File: config.mk
export PLATFORM = sky130hd
export DESIGN_NAME = if_stage_flat
export DESIGN_NICKNAME = d
export VERILOG_FILES = /design/src/rtl/if_stage_pkg.sv /design/src/rtl/if_stage_if.sv /design/src/rtl/if_stage_icache.sv /design/src/rtl/if_stage.sv /design/src/flat_wrapper.sv
export SDC_FILE = /design/constraint.sdc
export NUM_CORES = 1
export LEC_CHECK = 0
export ABC_CLOCK_PERIOD_IN_PS = 2700
export BUFFER_PORTS_ARGS = -buffer_cell sky130_fd_sc_hd__buf_2
export CAP_MARGIN = 20
export CORE_ASPECT_RATIO = 1.75
export CORE_MARGIN = 4
export CORE_UTILIZATION = 30
export DETAILED_ROUTE_END_ITERATION = 8
export GPL_TIMING_DRIVEN = 1
export PLACE_DENSITY = 0.5
export SYNTH_ARGS = -nofsm -noshare
export SYNTH_HDL_FRONTEND = slang
export SYNTH_HIERARCHICAL = 1
export SYNTH_SLANG_ARGS = --single-unit
File: constraint.sdc
create_clock -name clk -period 2.7 [get_ports clk]
set_clock_uncertainty 0.15 [all_clocks]
set_input_delay 0.54 -clock clk [delete_from_list [all_inputs] [get_ports clk]]
set_output_delay 0.54 -clock clk [all_outputs]
set_load 0.02 [all_outputs]
File: src/rtl/if_stage_pkg.sv
// Shared constants and types for the instruction-fetch stage: widths, FSM encodings, alignment helper.
package if_stage_pkg;
  localparam int Addrlen = 32;
  localparam int Instlen = 32;

  localparam logic [0:0] S_FETCH   = 1'b0;
  localparam logic [0:0] S_PRESENT = 1'b1;

  typedef logic [Addrlen-1:0] addr_t;
  typedef logic [Instlen-1:0] inst_t;

  function automatic addr_t word_align(addr_t a);
    return {a[Addrlen-1:2], 2'b00};
  endfunction
endpackage

File: src/rtl/if_stage_if.sv
// Fetch-stage bus: pipeline control from decode/EX, byte-wide memory port, and the IF/ID presentation.
interface if_stage_if;
  import if_stage_pkg::*;
  logic       stall;
  logic       redirect;
  addr_t      redirect_pc;
  logic       mem_req;
  addr_t      mem_addr;
  logic       mem_byte_valid;
  logic [7:0] mem_byte;
  logic       if_valid;
  addr_t      if_pc;
  inst_t      if_inst;

  modport master (
    input  stall, redirect, redirect_pc, mem_byte_valid, mem_byte,
    output mem_req, mem_addr, if_valid, if_pc, if_inst
  );
  modport slave (
    output stall, redirect, redirect_pc, mem_byte_valid, mem_byte,
    input  mem_req, mem_addr, if_valid, if_pc, if_inst
  );
endinterface

File: src/rtl/if_stage_icache.sv
// Direct-mapped one-word-per-line instruction cache (built only with ICACHE_EN).
// Addresses are word addresses (pc[31:2]); valid bits clear synchronously on rst.
module if_icache
  import if_stage_pkg::*;
#(
  parameter int LINES = 64
) (
  input  logic               clk,
  input  logic               rst,
  input  logic [Addrlen-3:0] lookup,
  output logic               hit,
  output inst_t              hit_data,
  input  logic               fill,
  input  logic [Addrlen-3:0] fill_addr,
  input  inst_t              fill_data
);
  localparam int IdxW = $clog2(LINES);
  localparam int TagW = Addrlen - 2 - IdxW;

  logic [LINES-1:0] valid;
  logic [TagW-1:0]  tags [LINES];
  inst_t            data [LINES];
  logic [IdxW-1:0]  lidx, fidx;

  assign lidx     = lookup[IdxW-1:0];
  assign fidx     = fill_addr[IdxW-1:0];
  assign hit      = valid[lidx] && (tags[lidx] == lookup[Addrlen-3:IdxW]);
  assign hit_data = data[lidx];

  always_ff @(posedge clk) begin
    if (rst)       valid       <= '0;
    else if (fill) valid[fidx] <= 1'b1;
  end

  // Tag/data need no reset: a line is only trusted once its valid bit is set.
  always_ff @(posedge clk) begin
    if (fill) begin
      tags[fidx] <= fill_addr[Addrlen-3:IdxW];
      data[fidx] <= fill_data;
    end
  end
endmodule

File: src/rtl/if_stage.sv
// RV32I instruction fetch: assembles byte-wide memory returns into words for IF/ID.
// Optional direct-mapped instruction cache enabled by defining ICACHE_EN.
module if_stage
  import if_stage_pkg::*;
#(
  parameter addr_t RESET_PC     = 32'h0000_0000,
  parameter int    ICACHE_LINES = 64
) (
  input logic       clk,
  input logic       rst,
  if_stage_if.master bus
);
  if (ICACHE_LINES < 4 || ICACHE_LINES > 256 ||
      (ICACHE_LINES & (ICACHE_LINES - 1)) != 0) begin : g_bad_lines
    $error("ICACHE_LINES must be a power of two in 4..256");
  end

  logic [0:0]  state;
  addr_t       pc;
  logic [1:0]  cnt;
  logic [23:0] part;
  logic        req_q, valid_q;
  addr_t       ipc_q;
  inst_t       inst_q;
  logic        hit;
  inst_t       hit_data;
  logic        take;

  // A byte counts only while the request is actually being driven.
  assign take          = req_q && bus.mem_byte_valid;
  assign bus.mem_req   = req_q;
  assign bus.mem_addr  = pc;
  assign bus.if_valid  = valid_q;
  assign bus.if_pc     = ipc_q;
  assign bus.if_inst   = inst_q;

`ifdef ICACHE_EN
  logic fill;
  assign fill = (state == S_FETCH) && !hit && take && (cnt == 2'd3) && !bus.redirect;

  if_icache #(.LINES(ICACHE_LINES)) u_icache (
    .clk       (clk),
    .rst       (rst),
    .lookup    (pc[Addrlen-1:2]),
    .hit       (hit),
    .hit_data  (hit_data),
    .fill      (fill),
    .fill_addr (pc[Addrlen-1:2]),
    .fill_data ({bus.mem_byte, part})
  );
`else
  assign hit      = 1'b0;
  assign hit_data = '0;
`endif

  always_ff @(posedge clk) begin
    if (rst) begin
      pc      <= word_align(RESET_PC);
      state   <= S_FETCH;
      cnt     <= 2'd0;
      part    <= '0;
      req_q   <= 1'b0;
      valid_q <= 1'b0;
      ipc_q   <= '0;
      inst_q  <= '0;
    end else if (bus.redirect) begin
      // Dropping req for this one cycle is what tells the controller to abort.
      pc      <= word_align(bus.redirect_pc);
      state   <= S_FETCH;
      cnt     <= 2'd0;
      req_q   <= 1'b0;
      valid_q <= 1'b0;
    end else if (state == S_FETCH) begin
      if (hit) begin
        ipc_q   <= pc;
        inst_q  <= hit_data;
        valid_q <= 1'b1;
        pc      <= pc + 32'd4;
        state   <= S_PRESENT;
        req_q   <= 1'b0;
      end else begin
        req_q <= 1'b1;
        if (take) begin
          if (cnt == 2'd3) begin
            ipc_q   <= pc;
            inst_q  <= {bus.mem_byte, part};
            valid_q <= 1'b1;
            pc      <= pc + 32'd4;
            state   <= S_PRESENT;
            req_q   <= 1'b0;
            cnt     <= 2'd0;
          end else begin
            part[{cnt, 3'b000} +: 8] <= bus.mem_byte;
            cnt                      <= cnt + 2'd1;
          end
        end
      end
    end else if (!bus.stall) begin
      // Consumed this edge: chain straight into the next word on a hit.
      if (hit) begin
        ipc_q  <= pc;
        inst_q <= hit_data;
        pc     <= pc + 32'd4;
      end else begin
        state   <= S_FETCH;
        valid_q <= 1'b0;
        req_q   <= 1'b1;
      end
    end
  end
endmodule

File: src/flat_wrapper.sv
// flat-port wrapper written by rule: the top's interface ports become plain ports
module if_stage_flat import if_stage_pkg::*;
#(
  parameter addr_t RESET_PC     = 32'h0000_0000,
  parameter int    ICACHE_LINES = 64
)
  (clk, rst, bus_stall, bus_redirect, bus_redirect_pc, bus_mem_byte_valid, bus_mem_byte, bus_mem_req, bus_mem_addr, bus_if_valid, bus_if_pc, bus_if_inst);
  if_stage_if bus_i ();
  input logic clk;
  input logic rst;
  input wire logic [$bits(bus_i.stall)-1:0] bus_stall;
  input wire logic [$bits(bus_i.redirect)-1:0] bus_redirect;
  input wire logic [$bits(bus_i.redirect_pc)-1:0] bus_redirect_pc;
  input wire logic [$bits(bus_i.mem_byte_valid)-1:0] bus_mem_byte_valid;
  input wire logic [$bits(bus_i.mem_byte)-1:0] bus_mem_byte;
  output wire logic [$bits(bus_i.mem_req)-1:0] bus_mem_req;
  output wire logic [$bits(bus_i.mem_addr)-1:0] bus_mem_addr;
  output wire logic [$bits(bus_i.if_valid)-1:0] bus_if_valid;
  output wire logic [$bits(bus_i.if_pc)-1:0] bus_if_pc;
  output wire logic [$bits(bus_i.if_inst)-1:0] bus_if_inst;
  assign bus_i.stall = bus_stall;
  assign bus_i.redirect = bus_redirect;
  assign bus_i.redirect_pc = bus_redirect_pc;
  assign bus_i.mem_byte_valid = bus_mem_byte_valid;
  assign bus_i.mem_byte = bus_mem_byte;
  assign bus_mem_req = bus_i.mem_req;
  assign bus_mem_addr = bus_i.mem_addr;
  assign bus_if_valid = bus_i.if_valid;
  assign bus_if_pc = bus_i.if_pc;
  assign bus_if_inst = bus_i.if_inst;
  if_stage #(.RESET_PC(RESET_PC), .ICACHE_LINES(ICACHE_LINES)) u_core (.clk(clk), .rst(rst), .bus(bus_i));
endmodule
==> impl_metrics.ini, run 1 <==
[outcome]
outcome = finished clean

[sta]
setup_tns_ps = 0
drv_slew = 0
hold_viol = 0
fmax_mhz = 390
tightest_slew_ps = 609
fin_crit_ps = 2560
rsz0062_at_grt = false
setup_violations = 0
finalCritPeriodShare = 0.950
layout_setup_ws_ps = 136
relSlewSlack = 0.594

[grt]
antenna_found_initial = 0
grt_max_degree = 61
grt_pass1_vias = 4758
grt.overflow.total = 0
grt_first_pass_wirelength_mm = 25.0
grt_usage = 0.165

[detailed_routing]
wl_met3_um = 782
drtPass1Iterations = 5
route.detailed.drc = 0
viasPerCell = 4.99
wl_per_cell_um = 15.7
highest_layer = met4
wl_met2_mm = 8.48
drtAntennaViolNets = 0
drt-total-wl_mm = 15.9
vias = 5051
drt-initial-drc-count = 229
wl_met1_mm = 6.23

[logic_synthesis]
syn_inst = 640
syn_area_um2 = 5100
seq_area_frac_synth = 0.475
synth_edf_count = 0
avgSynthCellArea_um2 = 7.97
yosys_register_bits = 121
ys_warn_count = 6
ys_async_sr_fraction = 0
ys_types = 53
synth_ff_type = dfxtp_1

[cts]
root_buffer = clkbuf_16
insertion_delay_ps = 410
clk_path_buf_depth = 2
clkTransAtPathRegs_ps = 60
cts_buffers = 17
cts_tree = built
ctsResizeCount = 0
cts-htree-levels = 4
post_cts_buffers = 0
cts_sinks = 121
cts-hold-fix-buffers = 0

[worst_hold_path]
min-delay-start = bus_redirect_pc[30]
hp-class = in2reg
hold-path-cell-count = 3
hold-path-endpoint = u_core/bus.mem_addr[30]$_SDFFE_PP0P_

[setup_path]
arrival_ps = 2700
end_kind = flop
crit_fanout = 10
path_cells = ha_1 -> nand4b_4 -> or4_4 -> or3_1 -> a2111oi_1
reg2reg_from = u_core/cnt[0]$_SDFFE_PP0N_
critPathMaxStageDelay_ps = 640
worstSetupPathType = reg2reg
reg2reg_slack_ps = 140
reg2reg_to = u_core/bus.mem_addr[20]$_SDFFE_PP0P_
cpMaxStageDelayCell = or4_4
critPathTopFamily = simple AND/OR/NAND/NOR gates
cp.buffers_inverters = 0
worst_ep_required_time_ps = 2840
startpoint_type = flop
r2r_cells = 5

[power_and_ir_drop]
p_per_area_nw_per_um2 = 669
p_leak_nw = 2.64
irDropWorstVdd_mv = 0.390

[cells_and_area]
mostFrequentLayoutCells = nand2_1, buf_2, dfxtp_1, a21oi_1, nand3_1
nets = 826
n_antenna_cell = 0
layout-drive-gt1-share = 0.255
synthToLayoutAreaGrowth_pct = 30.7
layout_commonest_cell = nand2_1

[die]
core_area_um2 = 16600
io_pins = 143
die_h_um = 181
die_area_um2 = 19200
start_util = 0.307
fp.dieW_um = 107
num_rows = 62

[placed_design]
io_buffers = 136
dp_slack_ps = 133
hpwl_mm = 11.4
globalplace.congestion = 0.807

[run]
cap_viol_max_count = 0
-- Yosys cell counts (7+ instances only) --
library cell | number | share of area
nand2_1 | 168 | 0.12
dfxtp_1 | 121 | 0.47
a21oi_1 | 94 | 0.092
clkbuf_1 | 39 | 0.029
nand3_1 | 32 | 0.031
nor2_1 | 32 | 0.024
nand4_1 | 14 | 0.017
a211oi_1 | 13 | 0.019
inv_1 | 13 | 0.0096
nor4_1 | 8 | 0.0098
o21ai_0 | 8 | 0.0078
xnor2_1 | 7 | 0.012
-- area by class of cell --
cell class                 instances  area (um2)
sequential                       121        2420
clock inverter                    14         161
fill                            1789        9930
tap                              224         280
timing repair buffer             157         853
inverter                          14        52.6
multi-input combinational        464        2460
clock buffer                      18         439
-- metal layers --
layer | track usage | up-vias
met5 | 0 | -
met4 | 0.0732 | 0
met3 | 0.0398 | 28
met2 | 0.294 | 163
met1 | 0.184 | 2353
li1 | - | 2507
-- through the flow --
| stage | power [W] | util | cell area [um2] | std cells | hold WS, ps |
|---|---|---|---|---|---|
| floorplan | 0.00206 | - | 5110 | 643 | 282 |
| global placement | 0.00219 | 0.366 | 6070 | 980 | 291 |
| detailed placement | 0.00220 | 0.366 | 6070 | 980 | 293 |
| CTS | 0.00452 | 0.402 | 6670 | 1012 | 193 |
| global route | 0.00464 | 0.402 | 6670 | 1012 | 218 |
| finish | 0.00446 | 0.402 | 6670 | 1012 | 210 |
-- state kept, by name, indices dropped and copies added, names as in the netlist --
| name | flops |
|---|---|
| u_core/part | 24 |
| u_core/bus.mem_addr | 30 |
| u_core/bus.if_valid | 1 |
| u_core/cnt | 2 |
| u_core/bus.if_inst | 32 |
| u_core/bus.mem_req | 1 |
| u_core/bus.if_pc | 30 |
| u_core/state | 1 |
-- report_power, final --
part           internal (W)  switching (W)
combinational      0.000100       0.000183
sequential          0.00182      0.0000527
clock               0.00141       0.000893
-- tightest hold or removal path, stage by stage --
cell and delay, ps:
buf_2 80, a32oi_1 50, o211ai_1 70
-- cell families (layout without fill, tap and decap cells) --
kind of cell / Yosys count / count (layout) / share of synthesized area
flip-flops: 121 / 121 / 0.475
adder cells (fa/ha/maj): 6 / 6 / 0.0147
AO/OA/AOI/OAI: 146 / 146 / 0.173
XOR/XNOR: 9 / 9 / 0.0154
AND/OR/NAND/NOR: 299 / 299 / 0.274
buffers and inverters: 58 / 203 / 0.0471
other: 1 / 4 / 0.000735
-- worst max-delay path by stage --
stage | from | endpoint | slack, ps | depth (start not counted)
2_1_floorplan | u_core/bus.mem_addr[2]$_SDFFE_PP0P_ | u_core/bus.mem_addr[20]$_SDFFE_PP0P_ | 340 | 6
3_3_place_gp | u_core/cnt[0]$_SDFFE_PP0N_ | u_core/bus.mem_addr[23]$_SDFFE_PP0P_ | 210 | 5
3_5_place_dp | u_core/cnt[0]$_SDFFE_PP0N_ | u_core/bus.mem_addr[23]$_SDFFE_PP0P_ | 130 | 5
4_1_cts | u_core/cnt[0]$_SDFFE_PP0N_ | u_core/bus.mem_addr[13]$_SDFFE_PP0P_ | 130 | 6
5_1_grt | u_core/cnt[0]$_SDFFE_PP0N_ | u_core/bus.mem_addr[17]$_SDFFE_PP0P_ | 20 | 6
6_report | u_core/cnt[0]$_SDFFE_PP0N_ | u_core/bus.mem_addr[20]$_SDFFE_PP0P_ | 140 | 5
No activity file was read; power rests on OpenSTA's default activity.
==> run 2: changes to the inputs <==
ABC_AREA = 1   (was not set)
CORE_UTILIZATION = 45   (was 30)
GPL_TIMING_DRIVEN = not set   (was 1)
PLACE_DENSITY = 0.69   (was 0.5)
==> run 2 against run 1 <==
  * Count of clock-buffer cells in the layout up 5
  * Power grew 1.8%
  * Highest routed layer unchanged
  * Final area rose by 3.7%
  * Clock power up 4%
  * Largest cell class unchanged
  * Core utilization grew 17 points
  * Worst hold slack better by 56 ps
  * Routed wire length down 1.1%
  * Critical endpoint is now u_core/bus.mem_addr[12]$_SDFFE_PP0P_
  * Largest power group unchanged
  * Sequential cell count unchanged
==> impl_metrics.ini, run 2 <==
[run]
cap_viol_max_count = 0

[sta]
finalCritPeriodShare = 0.748
setup_tns_ps = 0
tightest_slew_ps = 588
fin_crit_ps = 2020
relSlewSlack = 0.608
drv_slew = 0
fmax_mhz = 495
setup_violations = 0
layout_setup_ws_ps = 680
rsz0062_at_grt = false
hold_viol = 0

[logic_synthesis]
synth_ff_type = dfxtp_1
avgSynthCellArea_um2 = 7.29
yosysTopAreaCellShare = 0.442
syn_inst = 752
ys_types = 39
seq_area_frac_synth = 0.442
synth.most_common_cell = nand2_1
ys_async_sr_fraction = 0
synth_top_cell_by_area = dfxtp_1
ys_top_cells_by_area = dfxtp_1, nand2_1, nor2_1
synth_commonest_cells = nand2_1, dfxtp_1, nor2_1, inv_1, a21oi_1
syn_area_um2 = 5480
synth_edf_count = 0
ys_warn_count = 6
yosys_register_bits = 121

[cells_and_area]
layout-drive-gt1-share = 0.234
nets = 930
mostFrequentLayoutCells = buf_2, nand2_1, dfxtp_1, nor2_1, inv_1
largest_reg_flops = 32
stdcell_count = 1058
synthToLayoutAreaGrowth_pct = 26.1
layout_commonest_cell = buf_2

[detailed_routing]
drtAntennaViolNets = 0
route.detailed.drc = 0
drt-total-wl_mm = 15.7
drt-initial-drc-count = 238
drtPass1Iterations = 5
vias = 5400
wl_per_cell_um = 14.8
viasPerCell = 5.10

[setup_path]
arrival_ps = 2120
path_cells = ha_1 -> inv_2 -> nor2_4 -> nand2_4 -> inv_2 -> nor2_4 -> buf_4 -> nor2_1 -> nand2_1 -> a21oi_1
cpMaxStageDelayCell = dfxtp_1
crit_fanout = 13
worst_ep_required_time_ps = 2800
end_kind = flop
startpoint_type = flop
critPathMaxStageDelay_ps = 350
worstSetupPathType = reg2reg

[cts]
cts_buffers = 17
cts_tree = built
cts-htree-levels = 4
root_buffer = clkbuf_16
post_cts_buffers = 0
clkTransAtPathRegs_ps = 60
ctsResizeCount = 0
insertion_delay_ps = 400
cts_sinks = 121
cts-hold-fix-buffers = 0
clk_path_buf_depth = 2

[placed_design]
dp_slack_ps = 460
globalplace.congestion = 0.918
io_buffers = 136
hpwl_mm = 11.2
place_inst = 1025

[power_and_ir_drop]
p_leak_nw = 3.24
irDropWorstVdd_mv = 0.415
p_total_w = 0.00454
p_per_area_nw_per_um2 = 657

[die]
die_area_um2 = 14100
fp.dieW_um = 91.4
die_h_um = 154
start_util = 0.457
core_area_um2 = 12000
io_pins = 143
num_rows = 53

[grt]
grt_first_pass_wirelength_mm = 25.2
antenna_found_initial = 1
grt_usage = 0.223
grt.met1_usage = 0.247
busiest_layer = met2
use_met3 = 0.0441
grt_max_degree = 55
grt_pass1_vias = 5166
grt.overflow.total = 0
use_met2 = 0.401

[outcome]
outcome = finished clean

[worst_hold_path]
hp-class = in2reg
-- run 2: final timing paths --
| path | from | slack [ps] | to | cells after the start |
|---|---|---|---|---|
| hold reg to reg | u_core/part[11]$_SDFFE_PP0P_ | 300 | u_core/bus.if_inst[11]$_SDFFE_PP0P_ | 2 |
| setup reg to reg | u_core/cnt[0]$_SDFFE_PP0N_ | 680 | u_core/bus.mem_addr[12]$_SDFFE_PP0P_ | 10 |
| hold / removal | bus_redirect_pc[7] | 270 | u_core/bus.mem_addr[7]$_SDFFE_PP0P_ | 3 |
| setup / recovery | u_core/cnt[0]$_SDFFE_PP0N_ | 680 | u_core/bus.mem_addr[12]$_SDFFE_PP0P_ | 10 |
-- run 2: cells by family (layout without fill, tap and decap cells) --
| group | after synthesis | after routing | synth area share |
|---|---|---|---|
| buf+inv | 126 | 263 | 0.0993 |
| compound gates | 171 | 171 | 0.171 |
| fa+ha+maj | 6 | 6 | 0.0137 |
| simple gates | 320 | 320 | 0.262 |
| flops | 121 | 121 | 0.442 |
| other cells | 1 | 5 | 0.000684 |
| xor+xnor | 7 | 7 | 0.0112 |
-- run 2: metrics by stage --
stage	cell area [um2]	util	hold WS, ps
after global placement	6280	0.523	287
final	6910	0.576	267
after floorplan	5490	-	279
after CTS	6910	0.576	256
after global routing	6910	0.576	264
after detailed placement	6280	0.523	295
-- run 2: final cells by class --
class	count	area (um2)
Sequential cell	121	2420
Clock buffer	23	498
Timing Repair Buffer	148	808
Clock inverter	9	136
Fill cell	1162	5090
Tap cell	165	206
Inverter	83	314
Multi-Input combinational cell	508	2530
Antenna cell	1	2.50
-- run 2: worst max-delay path: cells and delay by family (launching register included) --
family                   cells  cell delay (ps)
AND/OR/NAND/NOR              5              590
buffers and inverters        3              460
flip-flops                   1              350
adder cells (fa/ha/maj)      1              250
AO/OA/AOI/OAI                1               60
-- run 2: per-layer routing --
metal / wire, um / up-vias
met5: 0 / -
met4: 492 / 0
met3: 827 / 31
met2: 8380 / 192
met1: 5990 / 2468
li1: - / 2709
-- run 2: power by group --
group / internal [W] / switching [W]
logic: 0.0000991 / 0.000185
clock network: 0.00158 / 0.000812
registers: 0.00182 / 0.0000446
total: 0.00350 / 0.00104
